File: config.mk
export PLATFORM = sky130hd
export DESIGN_NAME = servant_spi_wb_bridge
export DESIGN_NICKNAME = d
export VERILOG_FILES = /design/src/rtl/servant_spi_wb_bridge.sv
export SDC_FILE = /design/constraint.sdc
export NUM_CORES = 1
export LEC_CHECK = 0
export BUFFER_PORTS_ARGS = -buffer_cell sky130_fd_sc_hd__buf_2
export CORE_ASPECT_RATIO = 1.1
export CORE_MARGIN = 2
export CORE_UTILIZATION = 30
export DETAILED_ROUTE_END_ITERATION = 10
export MAX_ROUTING_LAYER = met4
export SLEW_MARGIN = 20
export SYNTH_ARGS = -nofsm -noshare
export SYNTH_HDL_FRONTEND = slang
export SYNTH_SLANG_ARGS = --single-unit
File: constraint.sdc
create_clock -name i_clk -period 4.7 [get_ports i_clk]
set_input_delay 0.235 -clock i_clk [delete_from_list [all_inputs] [get_ports i_clk]]
set_output_delay 0.235 -clock i_clk [all_outputs]
set_load 0.05 [all_outputs]
File: src/rtl/servant_spi_wb_bridge.sv
// SPI mode-0 slave that turns host command frames into 32-bit Wishbone burst reads/writes.
// Optional CPU hold output enabled by defining SERVANT_SPI_CPU_HOLD_EN.
module servant_spi_wb_bridge #(
   parameter int unsigned SYNC_STAGES = 2,
   parameter logic [7:0]  CMD_WRITE   = 8'h02,
   parameter logic [7:0]  CMD_READ    = 8'h03,
   parameter int unsigned DUMMY_BITS  = 8
) (
   input  logic        i_clk,
   input  logic        i_rst,
   input  logic        i_spi_sclk,
   input  logic        i_spi_cs_n,
   input  logic        i_spi_mosi,
   output logic        o_spi_miso,
   output logic [31:0] o_wb_adr,
   output logic [31:0] o_wb_dat,
   output logic [3:0]  o_wb_sel,
   output logic        o_wb_we,
   output logic        o_wb_cyc,
   input  logic [31:0] i_wb_rdt,
   input  logic        i_wb_ack,
   output logic        o_overrun
`ifdef SERVANT_SPI_CPU_HOLD_EN
   ,
   output logic        o_cpu_rst
`endif
);

   localparam logic [7:0] DummyLast = 8'(DUMMY_BITS - 1);

   typedef enum logic [2:0] {
      StIdle, StCmd, StAddr, StWrData, StDummy, StRdData, StIgnore
   } state_e;

   state_e state, state_next;

   logic [SYNC_STAGES-1:0] sclk_sync, cs_sync, mosi_sync;
   logic        sclk_prev, cs_prev;
   logic        sclk, cs_n, mosi;
   logic        sclk_rise, sclk_fall, cs_fall, cs_rise;

   logic [7:0]  bit_cnt;
   logic [31:0] shift_in, shift_out, hold, addr, req_dat;
   logic [31:0] shift_next;
   logic [7:0]  cmd_byte;
   logic        hold_valid, load_pending, is_read;
   logic        req, req_we, stale, ack, issue, wr_busy;

   assign sclk      = sclk_sync[SYNC_STAGES-1];
   assign cs_n      = cs_sync[SYNC_STAGES-1];
   assign mosi      = mosi_sync[SYNC_STAGES-1];
   assign sclk_rise = sclk & ~sclk_prev;
   assign sclk_fall = ~sclk & sclk_prev;
   assign cs_fall   = ~cs_n & cs_prev;
   assign cs_rise   = cs_n & ~cs_prev;

   assign shift_next = {shift_in[30:0], mosi};
   assign cmd_byte   = shift_next[7:0];
   assign ack        = o_wb_cyc & i_wb_ack;
   assign issue      = req & ~o_wb_cyc & ~cs_rise;
   // A cycle left over from a previous session does not count as a pending write.
   assign wr_busy    = req | (o_wb_cyc & ~stale);

   assign o_wb_sel   = 4'b1111;
   assign o_spi_miso = (state == StRdData) & shift_out[31];

   always_ff @(posedge i_clk) begin
      if (i_rst) state <= StIdle;
      else       state <= state_next;
   end

   always_comb begin
      state_next = state;
      if (cs_rise) begin
         state_next = StIdle;
      end else begin
         unique case (state)
            StIdle:   if (cs_fall) state_next = StCmd;
            StCmd:    if (sclk_rise && bit_cnt == 8'd7)
                         state_next = (cmd_byte == CMD_WRITE || cmd_byte == CMD_READ) ?
                                      StAddr : StIgnore;
            StAddr:   if (sclk_rise && bit_cnt == 8'd31)
                         state_next = is_read ? StDummy : StWrData;
            StDummy:  if (sclk_rise && bit_cnt == DummyLast) state_next = StRdData;
            default:  ;
         endcase
      end
   end

   always_ff @(posedge i_clk) begin
      if (i_rst) begin
         sclk_sync    <= '0;
         cs_sync      <= '1;
         mosi_sync    <= '0;
         sclk_prev    <= 1'b0;
         cs_prev      <= 1'b1;
         bit_cnt      <= '0;
         shift_in     <= '0;
         shift_out    <= '0;
         hold         <= '0;
         hold_valid   <= 1'b0;
         load_pending <= 1'b0;
         is_read      <= 1'b0;
         addr         <= '0;
         req          <= 1'b0;
         req_we       <= 1'b0;
         req_dat      <= '0;
         stale        <= 1'b0;
         o_wb_adr     <= '0;
         o_wb_dat     <= '0;
         o_wb_we      <= 1'b0;
         o_wb_cyc     <= 1'b0;
         o_overrun    <= 1'b0;
      end else begin
         sclk_sync <= {sclk_sync[SYNC_STAGES-2:0], i_spi_sclk};
         cs_sync   <= {cs_sync[SYNC_STAGES-2:0], i_spi_cs_n};
         mosi_sync <= {mosi_sync[SYNC_STAGES-2:0], i_spi_mosi};
         sclk_prev <= sclk;
         cs_prev   <= cs_n;

         if (cs_fall) o_overrun <= 1'b0;

         if (ack) begin
            o_wb_cyc <= 1'b0;
            o_wb_we  <= 1'b0;
            if (stale) begin
               stale <= 1'b0;
            end else begin
               addr <= addr + 32'd4;
               if (!o_wb_we) begin
                  hold       <= i_wb_rdt;
                  hold_valid <= 1'b1;
               end
            end
         end else if (issue) begin
            o_wb_cyc <= 1'b1;
            o_wb_we  <= req_we;
            o_wb_adr <= addr;
            if (req_we) o_wb_dat <= req_dat;
            req      <= 1'b0;
         end

         if (cs_rise) begin
            bit_cnt      <= '0;
            shift_in     <= '0;
            shift_out    <= '0;
            hold_valid   <= 1'b0;
            load_pending <= 1'b0;
            req          <= 1'b0;
            stale        <= o_wb_cyc & ~i_wb_ack;
         end else begin
            unique case (state)
               StCmd: if (sclk_rise) begin
                  shift_in <= shift_next;
                  bit_cnt  <= bit_cnt + 8'd1;
                  if (bit_cnt == 8'd7) begin
                     bit_cnt <= '0;
                     is_read <= (cmd_byte == CMD_READ);
                  end
               end
               StAddr: if (sclk_rise) begin
                  shift_in <= shift_next;
                  bit_cnt  <= bit_cnt + 8'd1;
                  if (bit_cnt == 8'd31) begin
                     bit_cnt <= '0;
                     addr    <= {shift_next[31:2], 2'b00};
                     if (is_read) begin
                        req    <= 1'b1;
                        req_we <= 1'b0;
                     end
                  end
               end
               StWrData: if (sclk_rise) begin
                  shift_in <= shift_next;
                  bit_cnt  <= bit_cnt + 8'd1;
                  if (bit_cnt == 8'd31) begin
                     bit_cnt <= '0;
                     if (wr_busy) begin
                        o_overrun <= 1'b1;
                     end else begin
                        req     <= 1'b1;
                        req_we  <= 1'b1;
                        req_dat <= shift_next;
                     end
                  end
               end
               StDummy: if (sclk_rise) begin
                  bit_cnt <= bit_cnt + 8'd1;
                  if (bit_cnt == DummyLast) begin
                     bit_cnt      <= '0;
                     load_pending <= 1'b1;
                  end
               end
               StRdData: begin
                  if (sclk_rise) begin
                     bit_cnt <= bit_cnt + 8'd1;
                     if (bit_cnt == 8'd31) begin
                        bit_cnt      <= '0;
                        load_pending <= 1'b1;
                     end
                  end else if (sclk_fall) begin
                     if (load_pending) begin
                        load_pending <= 1'b0;
                        if (hold_valid) begin
                           shift_out  <= hold;
                           hold_valid <= 1'b0;
                           req        <= 1'b1;
                           req_we     <= 1'b0;
                        end else begin
                           // Underrun: the outstanding read still lands in hold later.
                           shift_out <= 32'hFFFF_FFFF;
                           o_overrun <= 1'b1;
                        end
                     end else begin
                        shift_out <= {shift_out[30:0], 1'b0};
                     end
                  end
               end
               default: ;
            endcase
         end
      end
   end

`ifdef SERVANT_SPI_CPU_HOLD_EN
   logic       booted;
   logic [1:0] release_cnt;
   logic       cpu_busy;

   assign cpu_busy = ~cs_n | o_wb_cyc;

   always_ff @(posedge i_clk) begin
      if (i_rst) begin
         booted      <= 1'b0;
         release_cnt <= '0;
         o_cpu_rst   <= 1'b1;
      end else begin
         if (cs_fall) booted <= 1'b1;
         if (cpu_busy)                release_cnt <= 2'd2;
         else if (release_cnt != 2'd0) release_cnt <= release_cnt - 2'd1;
         o_cpu_rst <= ~booted | cpu_busy | (release_cnt != 2'd0);
      end
   end
`endif

endmodule
Word level (Yosys, flattened, before mapping):

Cells that the tools add are included.

* mux-type cells: 70
* $add $sub $neg: 2
* equal/unequal tests: 29
* bitwise logic cells: 23
* reduce and logical (&&, ||, !) cells: 25

Operators with widths (count)
* 32-bit two-way mux: 8
* 1-bit two-way mux: 46
* 32-bit by 3-bit adder with 32-bit output (second input constant): 1
* 8-bit two-way mux: 4
* 2-bit != test (second input constant): 16
* 3-bit two-way mux: 6
* 8-bit by 2-bit equality test with 1-bit output (second input constant): 2
* 8-bit case mux with 2 select lines: 1
* 5-bit AND reduction: 3
* 1-bit inverter: 12
* 3-bit case mux with 4 select lines: 1
* 12-bit AND reduction: 1
* 3-bit AND reduction: 4
* 1-bit bitwise AND: 10
* 8-bit by 1-bit adder with 8-bit output (second input constant): 1
* 8-bit by 3-bit equality test with 1-bit output (second input constant): 1
* 8-bit by 5-bit equality test with 1-bit output (second input constant): 1
* 3-bit by 2-bit equality test with 1-bit output (second input constant): 2
* 3-bit equality test (second input constant): 2
* 1-bit case mux with 3 select lines: 2
* 2-bit nonzero test: 3
* 2-bit OR reduction: 3
* 3-bit OR reduction: 2
* 2-bit by 1-bit != test with 1-bit output (second input constant): 2
* 12 further kinds: 15

* register bits: 251
* input port bits: 38
* output and inout port bits: 72

Depth between registers and ports, before layout:

Gate-level depths: netlist (run 1).

* depth after elaboration: 11
* depth in mapped cells: 9
* gate-level depth less buffers: 7

Least setup slack after synthesis (run 1):

OpenSTA, ideal clock, no wires.

* path type: register to register
* start: register o_wb_cyc
* end: register addr[28]
* slack: 2471 ps
* period minus slack after synthesis: 2229 ps
* stages on the path, launching flop included: 7
* arrival time: 2112 ps
* cells stage by stage: dfxtp_1 -> buf_2 -> nand3b_1 -> nor4_2 -> nand4_1 -> xnor2_1 -> a22o_1

* word-level cells in the longest chain between the ends: 6

RTL lines
* from (decl): line 19 `output logic o_wb_cyc,`
* from (signal assigned): line 112 `o_wb_cyc <= 1'b0;`
* from (signal assigned): line 124 `o_wb_cyc <= 1'b0;`
* from (signal assigned): line 136 `o_wb_cyc <= 1'b1;`
* 1-bit bitwise AND (*): line 59 `assign ack = o_wb_cyc & i_wb_ack;`
* 32-bit two-way mux (*): line 123 `if (ack) begin`
* 32-bit two-way mux: line 164 `if (bit_cnt == 8'd31) begin`
* 32-bit two-way mux: line 161 `StAddr: if (sclk_rise) begin`
* 32-bit two-way mux: line 152 `unique case (state)`
* 32-bit two-way mux (*): line 143 `if (cs_rise) begin`
* to (signal assigned): line 129 `addr <= addr + 32'd4;`
* to (signal assigned): line 166 `addr <= {shift_next[31:2], 2'b00};`
* to (decl): line 43 `logic [31:0] shift_in, shift_out, hold, addr, req_dat;`

Mark *: on every way between the ends. The rest lies on a longest branch, timed or not.
A chain may end at the register's enable or synchronous reset.

Worst setup path after layout (run 1):

* start: register sclk_prev
* end: register req_dat[31]

* word-level cells in the longest chain between the ends: 3

RTL lines
* from (decl): line 38 `logic sclk_prev, cs_prev;`
* from (signal assigned): line 118 `sclk_prev <= sclk;`
* 1-bit inverter: line 52 `assign sclk_rise = sclk & ~sclk_prev;`
* 1-bit bitwise AND: line 52
* 5-bit AND reduction (no line)
* to (signal assigned): line 183 `req_dat <= shift_next;`
* to (decl): line 43

No other way between the ends.

==> results by group, run 1 <==
Outcome
  • Status: completed

Setup path
  • WP data arrival: 2.93 ns
  • CP max stage delay: 0.85 ns
  • CP max FO: 32
  • CP startpoint kind: flip-flop
  • CP Data Required Time: 5.10 ns
  • Kind of critical path: flip-flop to flip-flop
  • Reg2reg path depth: 7
  • Cell family with most CP delay: simple AND/OR/NAND/NOR gates
  • Buf/Inv on CP: 1
  • Worst path cell trace: inv_1, ha_1, nor4b_4, nand4_2, or4b_4, mux2i_1, nor2_1
  • CP max stage cell: or4b_4
  • WP depth: 7
  • Crit end category: flip-flop

Clock tree
  • TritonCTS clock tree: done
  • Skew-Pair Late Insertion Delay: 0.54 ns
  • Total setup buffers inserted after CTS: 0
  • Worst-case clock buffer depth: 3
  • Root buffer cell: clkbuf_16
  • Worst-path clk slew: 0.06 ns
  • H-tree depth: 1
  • Sink Count: 247
  • Num CTS Buffers: 26

Pwr
  • Leakage: 0.00451 uW
  • Peak VDD IR: 245 uV
  • PwrDens: 367 mW/mm^2

Yosys
  • Yosys Warn Count: 0
  • Seq cells post-synth: 247
  • EDFF count, synth: 0
  • Syn_area_per_cell: 8.34 sq um
  • Predominant post-synthesis flop cell: dfxtp_1
  • Mapped cell area: 0.0100 sq mm
  • Post-synth ARST share: 0
  • Post-synthesis cell count: 1,201
  • Seq/Total Area, Yosys: 0.493
  • Post-synth cell types: 57

Final layout
  • Share of layout cells above drive strength 1: 0.141
  • Diodes inserted: 0
  • Area of all placed cells without fillers: 0.0120 sq mm
  • Layout area overhead: 20.1%
  • Nets@finish: 1,335
  • Finished Layout Cells: 1,743

Place
  • Final GP Congestion: 0.820
  • # port buffers: 103
  • Post-Place Cells: 1,661
  • Detailed placement HPWL: 16.3 mm
  • Placed Instance Area: 0.0108 sq mm
  • DP Worst Slack: 2.05 ns

Route
  • Via count: 8,341
  • Number of DRC markers in iteration 0: 445
  • Drt pass-1 iters: 5
  • Drt drc: 0
  • Vias/cell: 4.79
  • Drt total wl: 25.1 mm
  • Routed len/inst: 14.4 um
  • ANT nets after route: 0

Timing
  • Least-Margin Pin Slew: 0.977 ns
  • Final worst-path cycle share: 0.537
  • Final setup viols: 0
  • Crit path time final: 2.52 ns
  • Worst slew margin: 0.339
  • Max Clk Rate: 396 MHz
  • RSZ-0062 raised after global routing: no
  • Clock skew: 0.0223 ns
  • Pins Over Slew Limit: 0
  • Final hold violation count: 0
  • Setup slack after layout: 2.18 ns
  • Setup TNS: 0 ns

Die
  • Initial Util: 0.303
  • Cell Rows: 70
  • Core box area: 0.0331 sq mm
  • DIE AREA: 0.0349 sq mm
  • Num ports: 110
  • Die X-Extent: 178 um
  • Die outline height: 196 um

Global route
  • Grt ovf: 0
  • Largest net degree at the start of global routing: 68
  • Vias in the first global route: 7,883
  • Global Route Usage Sum: 0.145
  • Initial antenna violation count: 0
  • First-pass GRT wire length: 40.8 mm

Worst hold path
  • Hold Crit Depth: 3
  • HP Class: input port to flip-flop

Flow run
  • Max-cap violations: 0
[sequential cells by signal, summed over array words and instances, names as in the netlist, 2 cells and up]
signal     cells
hold          32
o_wb_dat      32
req_dat       32
shift_out     32
shift_in      31
addr          30
o_wb_adr      30
bit_cnt        8
state          3
cs_sync        2
mosi_sync      2
sclk_sync      2
[cell type report]
class	instances	area (sq um)
Clock inverter	9	116
Multi-Input combinational cell	857	4650
Clock buffer	38	786
Timing Repair Buffer	151	966
Tap cell	432	541
Sequential cell	247	4950
Fill cell	3446	21100
Inverter	9	33.8
[worst min-delay path, delay by kind of cell]
family	cells	cell delay (ns)
buffers and inverters	1	0.10
AO/OA/AOI/OAI	1	0.06
AND/OR/NAND/NOR	1	0.08
[cell usage after synthesis (3+ instances only)]
cell / n / share of area
or2_2: 4 / 0.0025
ha_1: 5 / 0.0062
nand2_1: 305 / 0.11
nand3_1: 17 / 0.0085
nor2b_1: 11 / 0.0069
o211ai_1: 31 / 0.023
nor3b_1: 4 / 0.0030
a21oi_1: 163 / 0.081
nand4_1: 15 / 0.0094
nor3_1: 9 / 0.0045
and4_1: 4 / 0.0035
nand3b_1: 34 / 0.025
buf_1: 3 / 0.0011
buf_2: 3 / 0.0015
buf_4: 7 / 0.0052
xor2_1: 25 / 0.022
xnor2_1: 11 / 0.0096
inv_1: 9 / 0.0034
mux2i_1: 34 / 0.034
buf_12: 3 / 0.0060
nor2_1: 87 / 0.033
and3_1: 10 / 0.0062
clkbuf_1: 75 / 0.028
nand2b_1: 7 / 0.0044
a211oi_1: 26 / 0.019
a22o_1: 5 / 0.0044
a31oi_1: 4 / 0.0025
o21ai_0: 6 / 0.0030
and2_1: 3 / 0.0019
dfxtp_1: 247 / 0.49
[repair_timing]
item	in CTS	in global routing
gates resized for setup	0	0
hold buffers	35	0
hold endpoints to repair	35	0
[metal layers]
layer | part of all wire | GRT usage | wire length (um) | vias up
li1 | - | - | - | 4244
met1 | 0.45 | 0.177 | 11300 | 3922
met2 | 0.49 | 0.249 | 12400 | 131
met3 | 0.034 | 0.0209 | 852 | 44
met4 | 0.022 | 0.0379 | 554 | 0
met5 | 0 | - | 0 | -
[where the power goes]
part,internal [uW],leakage [uW],switching [uW]
Clock,1270,0.000444,853
Combinational,64.4,0.00208,102
Sequential,2100,0.00199,22.9
Total,3440,0.00451,978
[cell families after synthesis]
| family | Yosys count | synth area share |
|---|---|---|
| flops | 247 | 0.493 |
| simple gates | 526 | 0.240 |
| xor+xnor | 36 | 0.0315 |
| fa+ha+maj | 5 | 0.00624 |
| buf+inv | 101 | 0.0464 |
| other cells | 2 | 0.000749 |
| compound gates | 250 | 0.148 |
| mux | 34 | 0.0340 |
[worst paths after layout]
path	start	to	slack (ns)
hold / removal	i_wb_rdt[31]	hold[31]$_SDFFE_PP0P_	0.008
setup reg to reg	sclk_prev$_SDFF_PP0_	req_dat[31]$_SDFFE_PP0P_	2.18
hold reg to reg	cs_sync[0]$_SDFF_PP1_	cs_sync[1]$_SDFF_PP1_	0.42
setup / recovery	sclk_prev$_SDFF_PP0_	req_dat[31]$_SDFFE_PP0P_	2.18
[stage by stage]
stage / util / power (uW) / hold slack, ns
finish: 0.364 / 4410 / 0.00758
CTS: 0.364 / 4460 / 0.00514
global placement: 0.326 / 2310 / 0.408
floorplan: - / 2270 / 0.339
detailed placement: 0.326 / 2310 / 0.403
global route: 0.364 / 4580 / 0.00587
[cell usage in the layout, fill, tap and decap left out, drive strengths merged, types with 25 or more instances in the layout]
cell type      n
mux2i         34
a21oi        163
nand3b        34
nand2        305
xor2          25
a211oi        27
dfxtp        247
buf          116
nor2          87
o211ai        31
clkbuf        38
dlygate4sd3   35
No activity file was read; power rests on OpenSTA's default activity.
==> run 2: changes to the inputs <==
- ABC_AREA: default -> 1
- clock period: 4.7 -> 2.1 ns (I/O delays scaled with it)
==> run 2 against run 1 <==
Effect of this change: clock power up 120%; fmax up 30%; register-to-register slack worse by 2.0 ns; cell count up 12%; clock skew down 0.013 ns; routed wire length up 8.4%; largest power group unchanged; highest routed layer unchanged.
==> results by group, run 2 <==
Global route
  • Largest net degree at the start of global routing: 96 (was 68)
  • M1 GR Usage: 0.185 (was 0.177)
  • Vias in the first global route: 8,971 (was 7,883)
  • First-pass GRT wire length: 44.9 mm (was 40.8 mm)
  • Met3 usage: 0.0269 (was 0.0209)
  • Global Route Usage Sum: 0.154 (was 0.145)
  • Grt met2 use: 0.265 (was 0.249)
  • Grt ovf: 0 (unchanged)
  • Initial antenna violation count: 0 (unchanged)
  • GRT Max-Usage Layer: met2 (unchanged)

Clock tree
  • Skew-Pair Late Insertion Delay: 0.52 ns (was 0.54 ns)
  • Sink Count: 247 (unchanged)
  • TritonCTS clock tree: done (unchanged)
  • Root buffer cell: clkbuf_16 (unchanged)
  • H-tree depth: 1 (unchanged)
  • Worst-case clock buffer depth: 3 (unchanged)
  • Worst-path clk slew: 0.06 ns (about the same)
  • Total setup buffers inserted after CTS: 0 (unchanged)
  • Num CTS Buffers: 27 (was 26)

Route
  • Vias/cell: 4.71 (was 4.79)
  • Drt pass-1 iters: 5 (unchanged)
  • ANT nets after route: 0 (unchanged)
  • Routed len/inst: 13.9 um (was 14.4 um)
  • Via count: 9,223 (was 8,341)
  • Number of DRC markers in iteration 0: 457 (was 445)
  • Drt drc: 0 (unchanged)
  • Drt total wl: 27.2 mm (was 25.1 mm)

Flow run
  • Max-cap violations: 0 (unchanged)

Place
  • Final GP Congestion: 0.872 (was 0.820)
  • Detailed placement HPWL: 18.5 mm (was 16.3 mm)
  • Placed Instance Area: 0.0111 sq mm (was 0.0108 sq mm)
  • # port buffers: 103 (unchanged)

Pwr
  • Internal Power: 7860 uW (was 3440 uW)
  • Logic pwr share: 0.098 (was 0.038)
  • Sw power: 2640 uW (was 978 uW)
  • Clock network power share: 0.437 (was 0.481)
  • Leakage: 0.00512 uW (was 0.00451 uW)
  • Switch share: 0.251 (was 0.222)
  • Peak VDD IR: 721 uV (was 245 uV)
  • PwrDens: 846 mW/mm^2 (was 367 mW/mm^2)
  • Seq pwr share: 0.465 (was 0.481)

Setup path
  • Reg-to-reg endpoint: hold[0]$_SDFFE_PP0P_ (was req_dat[31]$_SDFFE_PP0P_)
  • RR Startpoint: o_wb_cyc$_SDFFE_PP0P_ (was sclk_prev$_SDFF_PP0_)
  • CP max stage cell: dfxtp_1 (was or4b_4)
  • CP startpoint kind: flip-flop (unchanged)
  • CP max FO: 17 (was 32)
  • CP max stage delay: 0.50 ns (was 0.85 ns)
  • CP Data Required Time: 2.50 ns (was 5.10 ns)
  • Crit end category: flip-flop (unchanged)
  • Reg2reg path depth: 5 (was 7)
  • WP data arrival: 2.34 ns (was 2.93 ns)
  • Kind of critical path: flip-flop to flip-flop (unchanged)
  • Worst path cell trace: nand3_4, nor2_2, clkinvlp_4, o21ai_0, a21oi_1 (was inv_1, ha_1, nor4b_4, nand4_2, or4b_4, mux2i_1, nor2_1)
  • Reg2reg setup slack: 0.16 ns (was 2.18 ns)

Timing
  • Final worst-path cycle share: 0.923 (was 0.537)
  • Final setup viols: 0 (unchanged)
  • Worst slew margin: 0.617 (was 0.339)
  • Clock skew: 0.00930 ns (was 0.0223 ns)
  • Final hold violation count: 0 (unchanged)
  • Least-Margin Pin Slew: 0.569 ns (was 0.977 ns)
  • Pins Over Slew Limit: 0 (unchanged)
  • Max Clk Rate: 516 MHz (was 396 MHz)
  • Crit path time final: 1.94 ns (was 2.52 ns)
  • RSZ-0062 raised after global routing: no (unchanged)
  • Setup TNS: 0 ns (unchanged)

Yosys
  • Seq/Total Area, Yosys: 0.483 (was 0.493)
  • Post-synth ARST share: 0 (unchanged)
  • Seq cells post-synth: 247 (unchanged)
  • Yosys Warn Count: 0 (unchanged)
  • Top post-synthesis cells by area: dfxtp_1, nor2_1, o21ai_0, nand2_1, a21oi_1 (was dfxtp_1, nand2_1, a21oi_1, mux2i_1, nor2_1)
  • Mapped cell area: 0.0102 sq mm (was 0.0100 sq mm)
  • Post-synthesis cell count: 1,394 (was 1,201)
  • Post-synth top cells: dfxtp_1, nor2_1, nand2_1 (was nand2_1, dfxtp_1, a21oi_1)
  • Post-synth cell types: 41 (was 57)
  • Predominant post-synthesis flop cell: dfxtp_1 (unchanged)
  • EDFF count, synth: 0 (unchanged)
  • Top-count cell post-synth: dfxtp_1 (was nand2_1)
  • Yosys top cell area share: 0.483 (was 0.493)
  • Syn_area_per_cell: 7.35 sq um (was 8.34 sq um)
  • Synth area leader: dfxtp_1 (unchanged)

Final layout
  • Register area: 0.00494 sq mm (was 0.00495 sq mm)
  • Most common cell after layout, fill and taps aside: dfxtp_1 (was nand2_1)
  • Filler Cell Count: 3,531 (was 3,446)
  • Area of all placed cells without fillers: 0.0124 sq mm (was 0.0120 sq mm)
  • Most frequent cells in the layout: dfxtp_1, nor2_1, nand2_1 (was nand2_1, dfxtp_1, a21oi_1)
  • Area of the multi-input gates: 0.00437 sq mm (was 0.00465 sq mm)
  • Layout area overhead: 21.2% (was 20.1%)
  • Share of layout cells above drive strength 1: 0.134 (was 0.141)
  • Diodes inserted: 0 (unchanged)
  • Nets@finish: 1,551 (was 1,335)
  • Layout Utilization: 0.371 (was 0.364)

Die
  • Die outline height: 198 um (was 196 um)
  • Die X-Extent: 180 um (was 178 um)
  • Initial Util: 0.306 (was 0.303)
  • Core box area: 0.0335 sq mm (was 0.0331 sq mm)
  • Num ports: 110 (unchanged)
  • DIE AREA: 0.0356 sq mm (was 0.0349 sq mm)
  • Cell Rows: 70 (unchanged)

Worst hold path
  • Hold_sp: i_wb_rdt[2] (was i_wb_rdt[31])
  • Hold Crit Depth: 4 (was 3)
  • HP Class: input port to flip-flop (unchanged)
  • Hold path endpoint: hold[2]$_SDFFE_PP0P_ (was hold[31]$_SDFFE_PP0P_)

Outcome
  • Status: completed (unchanged)
==> run 2: changes by cell type after synthesis, sizes merged, moves of 14 or more <==
cell and delta:
inv +135, a211oi -25, nand3 +52, mux2i -34, clkbuf -31, o21ai +193, o211ai -31, nand3b -33
a21oi -40, xor2 -14, o22ai +32, buf +24, nand2 -108, nor2 +149
==> run 2: repair_timing <==
item	CTS	global route
hold buffers	39	0
resized for setup	0	2
hold endpoints to repair	43	0
setup endpoints to repair	0	1
==> run 2: worst max path at each step <==
stage	from	end	slack [ns]	depth (start not counted)
after CTS	o_wb_cyc$_SDFFE_PP0P_	hold[0]$_SDFFE_PP0P_	0.18	5
after floorplan	o_wb_cyc$_SDFFE_PP0P_	addr[16]$_SDFF_PP0_	0.35	7
after detailed placement	o_wb_cyc$_SDFFE_PP0P_	hold[0]$_SDFFE_PP0P_	0.19	5
after global placement	o_wb_cyc$_SDFFE_PP0P_	hold[0]$_SDFFE_PP0P_	0.27	5
final	o_wb_cyc$_SDFFE_PP0P_	hold[0]$_SDFFE_PP0P_	0.16	5
after global routing	o_wb_cyc$_SDFFE_PP0P_	hold[0]$_SDFFE_PP0P_	0.002	5
==> run 2: cells by family after synthesis <==
kind of cell             count (synthesis)  synth area share
multiplexers                             1           0.00110
AO/OA/AOI/OAI                          358             0.181
buffers and inverters                  229            0.0920
adder cells (fa/ha/maj)                  5           0.00611
XOR/XNOR                                15            0.0128
AND/OR/NAND/NOR                        537             0.223
other                                    2          0.000733
flip-flops                             247             0.483
==> run 2: per-stage QoR <==
step | hold slack, ns | power, uW | worst slack (ns) | instances
after detailed placement | 0.330 | 5960 | 0.188 | 1871
after global placement | 0.326 | 5950 | 0.271 | 1871
after CTS | 0.314 | 10600 | 0.181 | 1957
final | 0.340 | 10500 | 0.162 | 1958
after global routing | 0.341 | 11000 | 0.00175 | 1958
after floorplan | 0.209 | 5700 | 0.350 | 1398
==> run 2: power groups by stage <==
stage               registers (uW)  clock network [uW]  logic [uW]
floorplan                     4940                   0         763
global placement              4980                   0         966
detailed placement            4990                   0         974
CTS                           4880                4710        1030
global route                  4890                4920        1180
finish                        4890                4580        1030
==> run 2: cell type report <==
type	instances	share of cell area
Clock buffer	39	0.0637
Clock inverter	8	0.00615
Inverter	144	0.0438
Multi-Input combinational cell	922	0.352
Sequential cell	247	0.398
Tap cell	432	0.0435
Timing Repair Buffer	165	0.0919
Timing Repair inverter	1	0.000605
==> run 2: worst max-delay path, delay by kind of cell, from the launching register on <==
family | cells | cell delay, ns
AOI/OAI and AO/OA | 2 | 0.33
buffers and inverters | 1 | 0.43
DFF | 1 | 0.50
and+or+nand+nor | 2 | 0.55
==> run 2: layer usage <==
layer / vias up / share of wire
met5: - / 0
met4: 0 / 0.028
met3: 53 / 0.044
met2: 195 / 0.48
met1: 4221 / 0.44
li1: 4754 / -
